<file path="src/rtl/bloom_load_ctrl.sv">
// bloom_load_ctrl: clear/load sequencer and lookup-result aligner for the
// 16-way bloom-filter hash checker.
// Optional feature macro: BLOOM_HIT_CNT_EN adds a saturating hit_count output.
module bloom_load_ctrl #(
    parameter int unsigned LAT = 3
) (
    input  logic        clk,
    input  logic        rst,
    input  logic        cmd_clear,
    input  logic        ld_valid,
    output logic        ld_ready,
    input  logic [31:0] ld_data,
    input  logic        ld_last,
    output logic        wr_en,
    output logic        zwr_en,
    output logic [31:0] in_val,
    output logic [8:0]  in_addr,
    output logic [3:0]  filter_id,
    output logic        hash_ready,
    input  logic        a_valid,
    input  logic        b_valid,
    input  logic        a_hit,
    input  logic        b_hit,
    output logic        a_match,
    output logic        b_match,
    output logic        a_match_vld,
    output logic        b_match_vld,
    output logic        busy,
`ifdef BLOOM_HIT_CNT_EN
    output logic [31:0] hit_count,
`endif
    output logic        armed
);

    localparam int unsigned CNT_W  = 13;
    localparam int unsigned DATA_W = 32;
    localparam int unsigned ADDR_W = 9;
    localparam logic [CNT_W-1:0] CNT_MAX = CNT_W'(8191);

    typedef enum logic [1:0] {
        S_IDLE  = 2'd0,
        S_CLEAR = 2'd1,
        S_LOAD  = 2'd2,
        S_ARMED = 2'd3
    } state_t;

    state_t              state, state_n;
    logic [CNT_W-1:0]    cnt, cnt_n;
    logic                armed_n;
    logic                wr_en_n, zwr_en_n, ld_ready_n;
    logic [CNT_W-1:0]    waddr, waddr_n;
    logic [DATA_W-1:0]   in_val_n;
    logic                ld_hs;

    logic [LAT-1:0]      a_vld_sr, a_arm_sr;
    logic [LAT-1:0]      b_vld_sr, b_arm_sr;
    logic                a_acc, b_acc;

    assign filter_id = waddr[CNT_W-1:ADDR_W];
    assign in_addr   = waddr[ADDR_W-1:0];
    assign ld_hs     = ld_valid & ld_ready;

    // Next-state, counter and registered RAM-side output decode
    always_comb begin
        state_n    = state;
        cnt_n      = cnt;
        armed_n    = armed;
        wr_en_n    = 1'b0;
        zwr_en_n   = 1'b0;
        waddr_n    = waddr;
        in_val_n   = in_val;
        ld_ready_n = 1'b0;
        if (cmd_clear) begin
            // Restart from word 0 regardless of current phase
            state_n  = S_CLEAR;
            cnt_n    = '0;
            armed_n  = 1'b0;
            zwr_en_n = 1'b1;
            waddr_n  = '0;
        end else begin
            case (state)
                S_CLEAR: begin
                    if (cnt == CNT_MAX) begin
                        state_n = S_LOAD;
                        cnt_n   = '0;
                    end else begin
                        cnt_n    = cnt + CNT_W'(1);
                        zwr_en_n = 1'b1;
                        waddr_n  = cnt + CNT_W'(1);
                    end
                end
                S_LOAD: begin
                    if (ld_hs) begin
                        wr_en_n  = 1'b1;
                        waddr_n  = cnt;
                        in_val_n = ld_data;
                        if (ld_last || (cnt == CNT_MAX)) begin
                            state_n = S_ARMED;
                            armed_n = 1'b1;
                        end else begin
                            cnt_n = cnt + CNT_W'(1);
                        end
                    end
                end
                default: begin
                end
            endcase
        end
        ld_ready_n = (state_n == S_LOAD);
    end

    // State, counter and RAM-side output registers
    always_ff @(posedge clk) begin
        if (rst) begin
            state    <= S_IDLE;
            cnt      <= '0;
            armed    <= 1'b0;
            wr_en    <= 1'b0;
            zwr_en   <= 1'b0;
            waddr    <= '0;
            in_val   <= '0;
            ld_ready <= 1'b0;
        end else begin
            state    <= state_n;
            cnt      <= cnt_n;
            armed    <= armed_n;
            wr_en    <= wr_en_n;
            zwr_en   <= zwr_en_n;
            waddr    <= waddr_n;
            in_val   <= in_val_n;
            ld_ready <= ld_ready_n;
        end
    end

    // Lookups only while the checker address muxes are free
    assign hash_ready = ((state == S_IDLE) || (state == S_ARMED)) &
                        ~wr_en & ~zwr_en & ~cmd_clear;
    assign busy       = (state == S_CLEAR) || (state == S_LOAD);

    assign a_acc = a_valid & hash_ready;
    assign b_acc = b_valid & hash_ready;

    // Per-port valid/armed tags that track the checker's lookup latency
    always_ff @(posedge clk) begin
        if (rst || cmd_clear) begin
            a_vld_sr <= '0;
            a_arm_sr <= '0;
            b_vld_sr <= '0;
            b_arm_sr <= '0;
        end else begin
            a_vld_sr[0] <= a_acc;
            a_arm_sr[0] <= armed;
            b_vld_sr[0] <= b_acc;
            b_arm_sr[0] <= armed;
            for (int i = 1; i < int'(LAT); i++) begin
                a_vld_sr[i] <= a_vld_sr[i-1];
                a_arm_sr[i] <= a_arm_sr[i-1];
                b_vld_sr[i] <= b_vld_sr[i-1];
                b_arm_sr[i] <= b_arm_sr[i-1];
            end
        end
    end

    // Qualify the checker's hit with the tag leaving the pipeline
    assign a_match_vld = a_vld_sr[LAT-1];
    assign b_match_vld = b_vld_sr[LAT-1];
    assign a_match     = a_vld_sr[LAT-1] & a_arm_sr[LAT-1] & a_hit;
    assign b_match     = b_vld_sr[LAT-1] & b_arm_sr[LAT-1] & b_hit;

`ifdef BLOOM_HIT_CNT_EN
    logic [DATA_W:0] hit_sum;

    assign hit_sum = {1'b0, hit_count} + (DATA_W+1)'(a_match) + (DATA_W+1)'(b_match);

    // Saturating count of qualified matches since reset or clear
    always_ff @(posedge clk) begin
        if (rst || cmd_clear) begin
            hit_count <= '0;
        end else if (hit_sum[DATA_W]) begin
            hit_count <= '1;
        end else begin
            hit_count <= hit_sum[DATA_W-1:0];
        end
    end
`endif

endmodule

</file>
<file path="config.mk">
export PLATFORM = sky130hd
export DESIGN_NAME = bloom_load_ctrl
export DESIGN_NICKNAME = d
export VERILOG_FILES = /design/src/rtl/bloom_load_ctrl.sv
export SDC_FILE = /design/constraint.sdc
export NUM_CORES = 1
export LEC_CHECK = 0
export CAP_MARGIN = 15
export CORE_ASPECT_RATIO = 1.2
export CORE_UTILIZATION = 47
export DETAILED_ROUTE_END_ITERATION = 8
export GPL_ROUTABILITY_DRIVEN = 0
export HOLD_SLACK_MARGIN = 0.06
export PLACE_DENSITY = 0.84
export SYNTH_ARGS = -nofsm -noshare
export SYNTH_HDL_FRONTEND = slang
export SYNTH_SLANG_ARGS = --single-unit
</file>
<file path="constraint.sdc">
create_clock -name clk -period 2.57 [get_ports clk]
set_input_delay 0.514 -clock clk [delete_from_list [all_inputs] [get_ports clk]]
set_output_delay 0.514 -clock clk [all_outputs]
set_load 0.005 [all_outputs]
</file>
# Word-level counts from Yosys, hierarchy flattened
# Cells that the tools add are included.
[classes] add_sub_neg=1 n_eq_ne=8 mux=16 bitwise_logic=14 reduce_logical=12
[ops] operator="13-bit two-way mux" count=5
[ops] operator="13-bit case mux with 2 select lines" count=2
[ops] operator="13-bit by 1-bit adder with 13-bit output (second input constant)" count=1
[ops] operator="13-bit equality test (second input constant)" count=1
[ops] operator="3-bit AND reduction" count=4
[ops] operator="1-bit bitwise AND" count=10
[ops] operator="2-bit two-way mux" count=4
[ops] operator="2-bit equality test (second input constant)" count=3
[ops] operator="2-bit inequality test (second input constant)" count=3
[ops] operator="1-bit logical OR" count=4
[ops] operator="1-bit two-way mux" count=4
[ops] operator="1-bit NOT" count=4
[ops] operator="2-bit case mux with 2 select lines" count=1
[ops] operator="3-bit OR reduction" count=1
[ops] operator="2-bit by 1-bit equality test with 1-bit output (second input constant)" count=1
[ops] operator="2-bit zero test" count=1
[ops] operator="2-bit nonzero test" count=1
[ops] operator="2-bit OR reduction" count=1
[word_totals] reg_bits=76 out_inout_bits=55 wordCells=63

# Depth between registers and ports, before layout
# Gate-level depths: netlist of the first run.
[logic_depth] word_depth=7 mapped_depth=9 mapped_depth_nobuf=6

# Worst setup path before layout of the first run
# Ideal clock, no wire load.
[synth_timing] path_kind="flip-flop to flip-flop" start="register cnt[0]" end="register waddr[10]" arrival_time_ps=1827 slack_ps=603 path_stages_with_launch=8 n_path_buf=2 synth_period_minus_slack_ps=1967 path_cell_list="dfxtp_1 > ha_1 > nand3_4 > or4_4 > buf_6 > clkbuf_1 > a21oi_1 > a211oi_2"
[synth_via] elab_chain_cells=3 elab_cells_between_ends=6 cone_classes="add/sub (1); eq/ne (2); mux (2); reduce/logical (1)"
[synth_lines] element="start, declared" line_no="48" source="logic [CNT_W-1:0] cnt, cnt_n;"
[synth_lines] element="start signal, assigned" line_no="125" source="cnt <= cnt_n;"
[synth_lines] element="13-bit by 1-bit adder with 13-bit output or 13-bit equality test (tied branches)" line_no="89, 83"
[synth_lines] element="13-bit two-way mux or 2-bit inequality test (tied branches)"
[synth_lines] element="13-bit case mux with 2 select lines or 3-bit AND reduction (tied branches)"
[synth_lines] element="end signal, assigned" line_no="129" source="waddr <= waddr_n;"
[synth_lines] element="end, declared" line_no="51" source="logic [CNT_W-1:0] waddr, waddr_n;"
# Several ways; a longest one is shown, not always the timed one. The select of a mux whose other input is x is not followed.
# A chain may end at the register's enable or synchronous reset.

# Worst setup path after layout of the first run
[layout_timing] start="register state[0]" end="output hash_ready"
[layout_via] elab_chain_cells=5 elab_cells_between_ends=6 cone_classes="eq/ne (1); bitwise (3); reduce/logical (2)"
[layout_lines] element="start, declared" line_no="47" source="state_t state, state_n;"
[layout_lines] element="start signal, assigned" line_no="124" source="state <= state_n;"
[layout_lines] element="2-bit equality test or 2-bit zero test (tied branches)" line_no="136" source="assign hash_ready = ((state == S_IDLE) || (state == S_ARMED)) &"
[layout_lines] element="1-bit logical OR *" line_no="136"
[layout_lines] element="1-bit bitwise AND *" line_no="136"
[layout_lines] element="1-bit bitwise AND * (2 in series)" line_no="137" source="~wr_en & ~zwr_en & ~cmd_clear;"
[layout_lines] element="end, declared" line_no="19" source="output logic hash_ready,"
# Mark *: on every way between the ends. The rest lies on a longest branch, timed or not.

==> results.json, run 1 <==
{
  "status": "completed",
  "first_iter_violations": 302,
  "cts_tree": "yes",
  "synth_top_family_by_area": "simple AND/OR/NAND/NOR gates",
  "area_growth_pct": 40.5,
  "cts_buffer_depth": 2,
  "hold_ws_ns": 0.430,
  "grt_setup_unrepaired": "no",
  "synth-main-ff-cell": "dfxtp_1",
  "fmax_mhz": 406,
  "crit_chain": "inv_1, ha_4, inv_1, nor4_2, buf_4, clkdlybuf4s50_1",
  "slowest_stage": "clkdlybuf4s50_1",
  "cts_sinks": 73,
  "dp_cells": 536,
  "tns_ns": 0,
  "insertion_delay_ns": 0.36,
  "ys_seq_elements": 73,
  "cts_made_buffers": 9,
  "vias": 3039,
  "vias_per_cell": 5.52,
  "critPathLaunch": "state[0]",
  "synth.most_common_cell": "nand2_1",
  "hp-class": "reg -> reg",
  "clkTransAtPathRegs_ns": 0.08,
  "synth_async_sr_flop_share_pct": 0,
  "fillers": 551,
  "synth_compound_area_share_pct": 19.4,
  "reg2reg_depth": 6,
  "synthAdderAreaFrac_pct": 1.58,
  "coreArea_um2": 6490,
  "grt_antenna_before_repair": 0,
  "timing.rr.end": "cnt[6]",
  "clockRootBuffer": "clkbuf_8",
  "setup_viol": 0,
  "yosys.area_share.simple_pct": 24.1,
  "clock_skew_ns": 0.0103,
  "maxSlewHeadroom_pct": 59.4,
  "fin_cells": 551,
  "ir_drop_uv": 399,
  "yosysSeqAreaShare_pct": 46.0,
  "grt_pass1_vias": 2944,
  "drc": 0,
  "dr.pass1.iters": 4,
  "start_util_pct": 49.0,
  "die_y_um": 92.0,
  "syn_nets": 416,
  "design_area_um2": 4460,
  "cts_setup_buffers": 0,
  "ant_nets": 0,
  "power_density_nw_per_um2": 542,
  "yosys-top-cells-count": "nand2_1 (83), dfxtp_1 (73), a21oi_1 (52), clkbuf_1 (20), or3_1 (14)",
  "avgSynthCellArea_um2": 8.56,
  "cts_hold_buf": 0,
  "period_share_pct": 96.0,
  "start_kind": "flop",
  "diodes": 0,
  "wl_per_cell_um": 14.5,
  "fin_crit_ns": 2.47,
  "hpwlAfterDp_um": 5600,
  "r2r-start": "state[0]",
  "grt_usage_pct": 23.9,
  "wl_um": 8000,
  "grt_start_max_net_pins": 33,
  "placed_cell_area_um2": 4210,
  "portBuffers": 95,
  "synthDominantCellAreaShare_pct": 46.0,
  "rows": 32,
  "synthMuxAreaShare_pct": 1.89,
  "finalPower_uw": 2420,
  "ys_warn_count": 0,
  "maxCapViolCount": 0,
  "grt_pass1_wl_um": 13300,
  "postSynthCellCount": 371,
  "htreeDepth": 3,
  "p_leak_uw": 0.00151,
  "multiInputGateArea_um2": 1580,
  "slowest_delay_ns": 0.49,
  "worstSetupPathType": "reg -> out",
  "grt_overflow": 0,
  "synth_top_area_cell": "dfxtp_1",
  "dieArea_um2": 7090,
  "worstHoldStart": "a_vld_sr[1]",
  "cp_max_fo": 5,
  "synth_edf_count": 0,
  "arrival_ns": 1.95,
  "die_x_um": 77.0,
  "nets": 507,
  "slew_violations": 0,
  "critPathRequiredTime_ns": 2.06,
  "yosys-top-cells-area": "dfxtp_1 (46%), nand2_1 (9.8%), a21oi_1 (8.2%)",
  "seq_area_um2": 1460,
  "netlist_area_um2": 3180,
  "synth-xor-area-share_pct": 2.21,
  "drive_gt1_share_pct": 10.7,
  "worst_pin_slew_ns": 0.594,
  "ioPinCount": 96,
  "cp-end-kind": "primary output",
  "finalHoldViolations": 0,
  "endpoint": "hash_ready",
  "yosysUniqueCellTypes": 49,
  "cp_common_cell": "inv_1",
  "rrSetupSlack_ns": 0.39
}
[state kept, by name, indices dropped and copies added (netlist names), 2 cells and up]
register	flops
a_arm_sr	3
in_val	32
b_vld_sr	3
a_vld_sr	3
waddr	13
cnt	13
state	2
[critical path, delay by kind of cell (launching register included)]
family | cells | cell delay (ns)
AND/OR/NAND/NOR | 1 | 0.15
buffers and inverters | 4 | 0.79
flip-flops | 1 | 0.35
adder cells (fa/ha/maj) | 1 | 0.30
[per-layer routing]
metal,GRT usage (%),share of wire [%],up-vias
met5,0,0,-
met4,14.5,3.2,0
met3,7.66,8.1,24
met2,42.6,50,118
met1,24.1,39,1408
li1,-,-,1489
[where the power goes]
group	internal [uW]	total (uW)	leakage, uW	switching (uW)
Sequential	1140	1150	0.000590	7.37
Combinational	114	204	0.000802	90.3
Clock	636	1060	0.000115	429
[per-stage QoR]
step | worst slack [ns] | util [%]
after floorplan | 0.603 | -
after global placement | 0.0326 | 64.9
after detailed placement | 0.0441 | 64.9
after CTS | 0.0398 | 68.8
after global routing | 0.00555 | 68.8
final | 0.104 | 68.8
[how the worst min path moves through the flow]
| stage | endpoint | depth (start not counted) |
|---|---|---|
| after global placement | b_vld_sr[1] | 1 |
| after detailed placement | a_arm_sr[2] | 1 |
| final | a_vld_sr[2] | 1 |
| after global routing | a_vld_sr[2] | 1 |
| after floorplan | a_arm_sr[1] | 1 |
| after CTS | a_vld_sr[2] | 1 |
[area by class of cell]
cell class | count | area share (%)
clock buffer | 9 | 2.78
clock inverter | 6 | 2.41
inverter | 6 | 0.505
multi-input combinational | 263 | 35.5
sequential | 73 | 32.8
tap | 85 | 2.38
timing repair buffer | 109 | 23.7
[logic make-up after synthesis]
| kind of cell | count (synthesis) |
|---|---|
| adder cells (fa/ha/maj) | 4 |
| XOR/XNOR | 8 |
| AO/OA/AOI/OAI | 92 |
| buffers and inverters | 35 |
| AND/OR/NAND/NOR | 153 |
| multiplexers | 6 |
| flip-flops | 73 |
[cells in the final DEF, fill, tap and decap left out, types with 6 or more instances in the layout]
master,synthesis,layout
clkdlybuf4s50_1,0,95
nand2_1,83,83
dfxtp_1,73,72
a21oi_1,52,52
or3_1,14,14
buf_4,0,14
clkbuf_8,0,9
a211oi_2,8,8
and3_1,7,7
inv_1,6,6
nor2_1,7,6
and2_1,6,6
mux2i_1,6,6
o22ai_1,6,6
[what timing repair did]
item / CTS / global route
endpoints found under the setup margin: 1 / 1
resized for setup: 2 / 1
pin swaps: 1 / 0
Note: power is estimated with default switching activity, not from simulation.
==> run 2: changes to the inputs <==
--- a/config.mk
+++ b/config.mk
@@ -12,6 +12,8 @@
 export GPL_ROUTABILITY_DRIVEN = 0
 export HOLD_SLACK_MARGIN = 0.06
 export PLACE_DENSITY = 0.84
+export SLEW_MARGIN = 25
 export SYNTH_ARGS = -nofsm -noshare
 export SYNTH_HDL_FRONTEND = slang
 export SYNTH_SLANG_ARGS = --single-unit
+export TNS_END_PERCENT = 30
==> results of run 2 <==
No change in the layout: final DEF, timing and power equal those of run 1.
==> run 3: changes to the inputs <==
--- a/config.mk
+++ b/config.mk
@@ -5,7 +5,7 @@
 export SDC_FILE = /design/constraint.sdc
 export NUM_CORES = 1
 export LEC_CHECK = 0
-export CAP_MARGIN = 15
+export CAP_MARGIN = 0
 export CORE_ASPECT_RATIO = 1.2
 export CORE_UTILIZATION = 47
 export DETAILED_ROUTE_END_ITERATION = 8
==> results of run 3 <==
No change in the layout: final DEF, timing and power equal those of run 1.
==> edit 1, RTL diff (config.mk and constraints of run 1) <==
Re-encode `state_t` (4 states) as Gray code, 2 bits wide.
--- a/src/rtl/bloom_load_ctrl.sv
+++ b/src/rtl/bloom_load_ctrl.sv
@@ -39,8 +39,8 @@
 
     typedef enum logic [1:0] {
-        S_IDLE  = 2'd0,
-        S_CLEAR = 2'd1,
-        S_LOAD  = 2'd2,
-        S_ARMED = 2'd3
+        S_IDLE  = 2'b00,
+        S_CLEAR = 2'b01,
+        S_LOAD  = 2'b11,
+        S_ARMED = 2'b10
     } state_t;
 
Behaviour: no difference found for any inputs over 10 cycles, from zero or initial values and one cycle with rst high; not proved beyond that.
==> edit 1 against run 1 <==
  * Sequential cell count is the same
  * Via count shrank 11%
  * Register-to-register slack lost 0.07 ns
  * Setup slack gained 0.0061 ns
  * Power shrank 1.2%
  * Die area shrank 8.2%
  * Routed wire length shrank 13%
  * Cell area shrank 6.3%
  * Area after synthesis shrank 8.4%
  * Critical path type is now in -> out
  * Critical endpoint unchanged
  * Largest cell class is now sequential cells
==> edit 1: results (changes against run 1) <==
| Metric | Value |
|---|---|
| Status | `completed` |
| Fraction of synthesized area in multiplexers | `0.00688 (-0.0120)` |
| Max transition margin | `0.669 (+0.0752)` |
| Post-CTS resize count | `0 (-2)` |
| Syn_area_per_cell | `8.38 um^2 (-2.1%)` |
| Pre-CTS WS | `0.0895 ns (+0.0455 ns)` |
| Post-synthesis compound-gate area fraction | `0.168 (-0.0261)` |
| Sequential cell area fraction in the yosys report | `0.502 (+0.0422)` |
| Internal Pwr Total | `0.00190 W (+0.59%)` |
| Number of distinct library cell variants in the gate-level netlist after synthesis | `37 (-24%)` |
| Total length of routed met2 wires | `3.45 mm (-14%)` |
| Area share of xor/xnor cells in the synthesized design | `0.0422 (+0.0201)` |
| Number of placed instances with taps included | `511 (-4.7%)` |
| Largest driver fanout on the critical path | `3 (-2)` |
| WL final | `6.93 mm (-13%)` |
| Reg2Reg Depth | `7 (+1)` |
| Leakage power | `1.44 nW (-4.3%)` |
| Worst supply voltage drop on vdd | `0.000506 V (+27%)` |
| Half-perimeter wire length after placement | `4.76 mm (-15%)` |
| Vias per cell | `5.16 (-6.5%)` |
| Number of global-route vias before repair | `2526 (-14%)` |
| Net count after synthesis | `389 (-6.5%)` |
| Global-route wire length before repair | `11.1 mm (-16%)` |
| Part of the total power dissipated in the clock network | `0.452 (+0.012)` |
| Leading cell types by total area after synthesis | `sky130_fd_sc_hd__dfxtp_1, sky130_fd_sc_hd__nand2_1, sky130_fd_sc_hd__a21oi_1` |
| Amount of wire on met3 after detailed routing | `570 um (-12%)` |
| Register share of total power | `0.481 (+0.006)` |
| Number of DRC violations after detailed-routing iteration 0 | `284 (-6.0%)` |
-- edit 1: metal layers --
layer | up-vias | track usage
met2 | 96 | 0.368
met5 | - | 0
met3 | 11 | 0.104
met1 | 1244 | 0.259
li1 | 1366 | -
met4 | 0 | 0.0944
-- edit 1: final timing paths --
kind / start / end / slack, ns
worst max-delay path: cmd_clear / hash_ready / 0.11
worst min-delay path: b_vld_sr[1] / b_vld_sr[2] / 0.43
worst max register to register: cnt[1] / cnt[5] / 0.32
worst min register to register: b_vld_sr[1] / b_vld_sr[2] / 0.43
-- edit 1: layout make-up --
| type | count | area (um^2) | share of cell area |
|---|---|---|---|
| Clock buffer | 10 | 138 | 0.0329 |
| Clock inverter | 6 | 105 | 0.0251 |
| Inverter | 4 | 15.0 | 0.00359 |
| Multi-Input combinational cell | 244 | 1310 | 0.314 |
| Sequential cell | 73 | 1460 | 0.349 |
| Tap cell | 82 | 103 | 0.0245 |
| Timing Repair Buffer | 108 | 1050 | 0.251 |
==> edit 2, RTL diff (flow settings as in run 1) <==
Without the edit above. The option `BLOOM_HIT_CNT_EN` is turned on by a define.
--- a/src/rtl/bloom_load_ctrl.sv
+++ b/src/rtl/bloom_load_ctrl.sv
@@ -2,4 +2,6 @@
 // 16-way bloom-filter hash checker.
 // Optional feature macro: BLOOM_HIT_CNT_EN adds a saturating hit_count output.
+`define BLOOM_HIT_CNT_EN
+
 module bloom_load_ctrl #(
     parameter int unsigned LAT = 3
Behaviour (old outputs only; new: hit_count): unchanged (equiv_simple and equiv_induct, registers matched by name and starting in step).
==> edit 2 against run 1 <==
  * Count of clock-buffer cells in the layout rose by 1
  * Sequential cell count grew 32
  * Sequential share of layout area is 1.2 points higher
  * Non-clock buffer count increased by 45
  * Setup slack got worse by 0.0015 ns
  * Synthesized cell count is 40% higher
  * Area after synthesis up 39%
  * Routed wire length rose by 41%
  * Power grew 22%
  * Combinational power fell by 15%
  * Cell area rose by 39%
  * Critical path depth down 1
  * Critical endpoint unchanged
  * Highest routed layer unchanged
==> edit 2: results (changes against run 1) <==
| Metric | Value |
|---|---|
| Count of input and output buffers | `127 (+34%)` |
| Global-route total usage across every layer | `0.234 (-0.00549)` |
| Number of DRC violations after detailed-routing iteration 0 | `181 (-40%)` |
| Global-route wire length before repair | `18.5 mm (+39%)` |
| Vias after detailed routing | `4194 (+38%)` |
| Half-perimeter wire length after placement | `8.11 mm (+45%)` |
| Proportion of layout cells with a drive suffix above 1 | `0.0988 (-0.00851)` |
| Worst supply voltage drop on vdd | `0.000320 V (-20%)` |
| WL per Instance | `14.5 um (-0.13%)` |
| Worst stage delay on the critical path | `0.40 ns (-0.09 ns)` |
| Pin slew with the least headroom to its limit | `0.715 ns (+0.121 ns)` |
| Syn_area_per_cell | `8.48 um^2 (-0.94%)` |
| Number of distinct library cell variants in the gate-level netlist after synthesis | `43 (-12%)` |
| Top post-synthesis cells by count | `sky130_fd_sc_hd__dfxtp_1, sky130_fd_sc_hd__nand2_1, sky130_fd_sc_hd__a21oi_1` |
| Leakage power | `2.10 nW (+40%)` |
| Registers with the most flip-flops | `hit_count: 32 flops, in_val: 32 flops` |
| Slowest stage cell on the critical path | `sky130_fd_sc_hd__dfxtp_1` |
| Max Clock Skew | `0.0104 ns (+0.000105 ns)` |
| Pre-CTS WS | `-0.492 ns (-0.536 ns)` |
| Largest driver fanout on the critical path | `4 (-1)` |
| Number of global-route vias before repair | `4115 (+40%)` |
| Number of placed instances with taps included | `759 (+42%)` |
| Net count after synthesis | `567 (+36%)` |
| Cell Pwr Density | `475 mW/mm^2 (-12%)` |
| Status | `completed` |
| Cell area after placement | `0.00591 mm^2 (+40%)` |
| Leading cell types by total area after synthesis | `sky130_fd_sc_hd__dfxtp_1, sky130_fd_sc_hd__a21oi_1, sky130_fd_sc_hd__nand2_1` |
| Layout net count | `701 (+38%)` |
-- edit 2: cell count changes after synthesis, moves of 6 or more --
cell	run 1	this run
sky130_fd_sc_hd__xnor2_1	5	20
sky130_fd_sc_hd__o21ai_0	4	20
sky130_fd_sc_hd__xor2_1	3	16
sky130_fd_sc_hd__nand4_1	4	12
sky130_fd_sc_hd__nor2_1	7	29
sky130_fd_sc_hd__o22ai_1	6	0
sky130_fd_sc_hd__or3_1	14	5
sky130_fd_sc_hd__a21oi_1	52	75
sky130_fd_sc_hd__a211oi_2	8	0
sky130_fd_sc_hd__dfxtp_1	73	105
sky130_fd_sc_hd__inv_1	6	12
sky130_fd_sc_hd__nand3_1	5	19
-- edit 2: path summary, 6_finish.rpt --
kind                    start            end  slack (ns)  depth (start not counted)
setup reg to reg  a_vld_sr[2]  hit_count[26]        0.11                         10
setup / recovery     state[0]     hash_ready        0.10                          5
hold reg to reg   a_arm_sr[1]    a_arm_sr[2]        0.44                          1
hold / removal    a_arm_sr[1]    a_arm_sr[2]        0.44                          1
-- edit 2: report_power, final --
group / internal [W] / switching [W] / total, W
clock network: 0.000571 / 0.000554 / 0.00112
registers: 0.00164 / 0.00000803 / 0.00165
logic: 0.0000981 / 0.0000749 / 0.000173
-- edit 2: area by class of cell --
cell class                 instances  area (um^2)
tap                              120          150
inverter                          12         45.0
fill                             703         2890
timing repair buffer             154         1490
clock buffer                      10          138
clock inverter                     5         78.8
sequential                       105         2100
multi-input combinational        372         2190
-- edit 2: cell families after synthesis --
family | after synthesis | share of synthesized area
buffers and inverters | 43 | 0.0383
AND/OR/NAND/NOR | 204 | 0.229
adder cells (fa/ha/maj) | 6 | 0.0187
flip-flops | 105 | 0.477
multiplexers | 3 | 0.00681
AO/OA/AOI/OAI | 123 | 0.159
XOR/XNOR | 36 | 0.0715
-- edit 2: layer usage --
| metal | share of wire | routed length (um) | track usage |
|---|---|---|---|
| met5 | 0 | 0 | 0 |
| met4 | 0.024 | 275 | 0.121 |
| met3 | 0.078 | 877 | 0.0682 |
| met1 | 0.41 | 4570 | 0.258 |
| met2 | 0.49 | 5560 | 0.410 |
-- edit 2: worst max-delay path: cells and delay by family, from the launching register on --
kind | cells | cell delay [ns]
buffers and inverters | 3 | 0.49
and+or+nand+nor | 1 | 0.34
adders and majority gates | 1 | 0.35
DFF | 1 | 0.40
-- edit 2: timing repair --
action / CTS / global route
buffers inserted: 4 / 0
setup endpoints to repair: 32 / 31
pin swaps: 3 / 2
resized for setup: 9 / 4
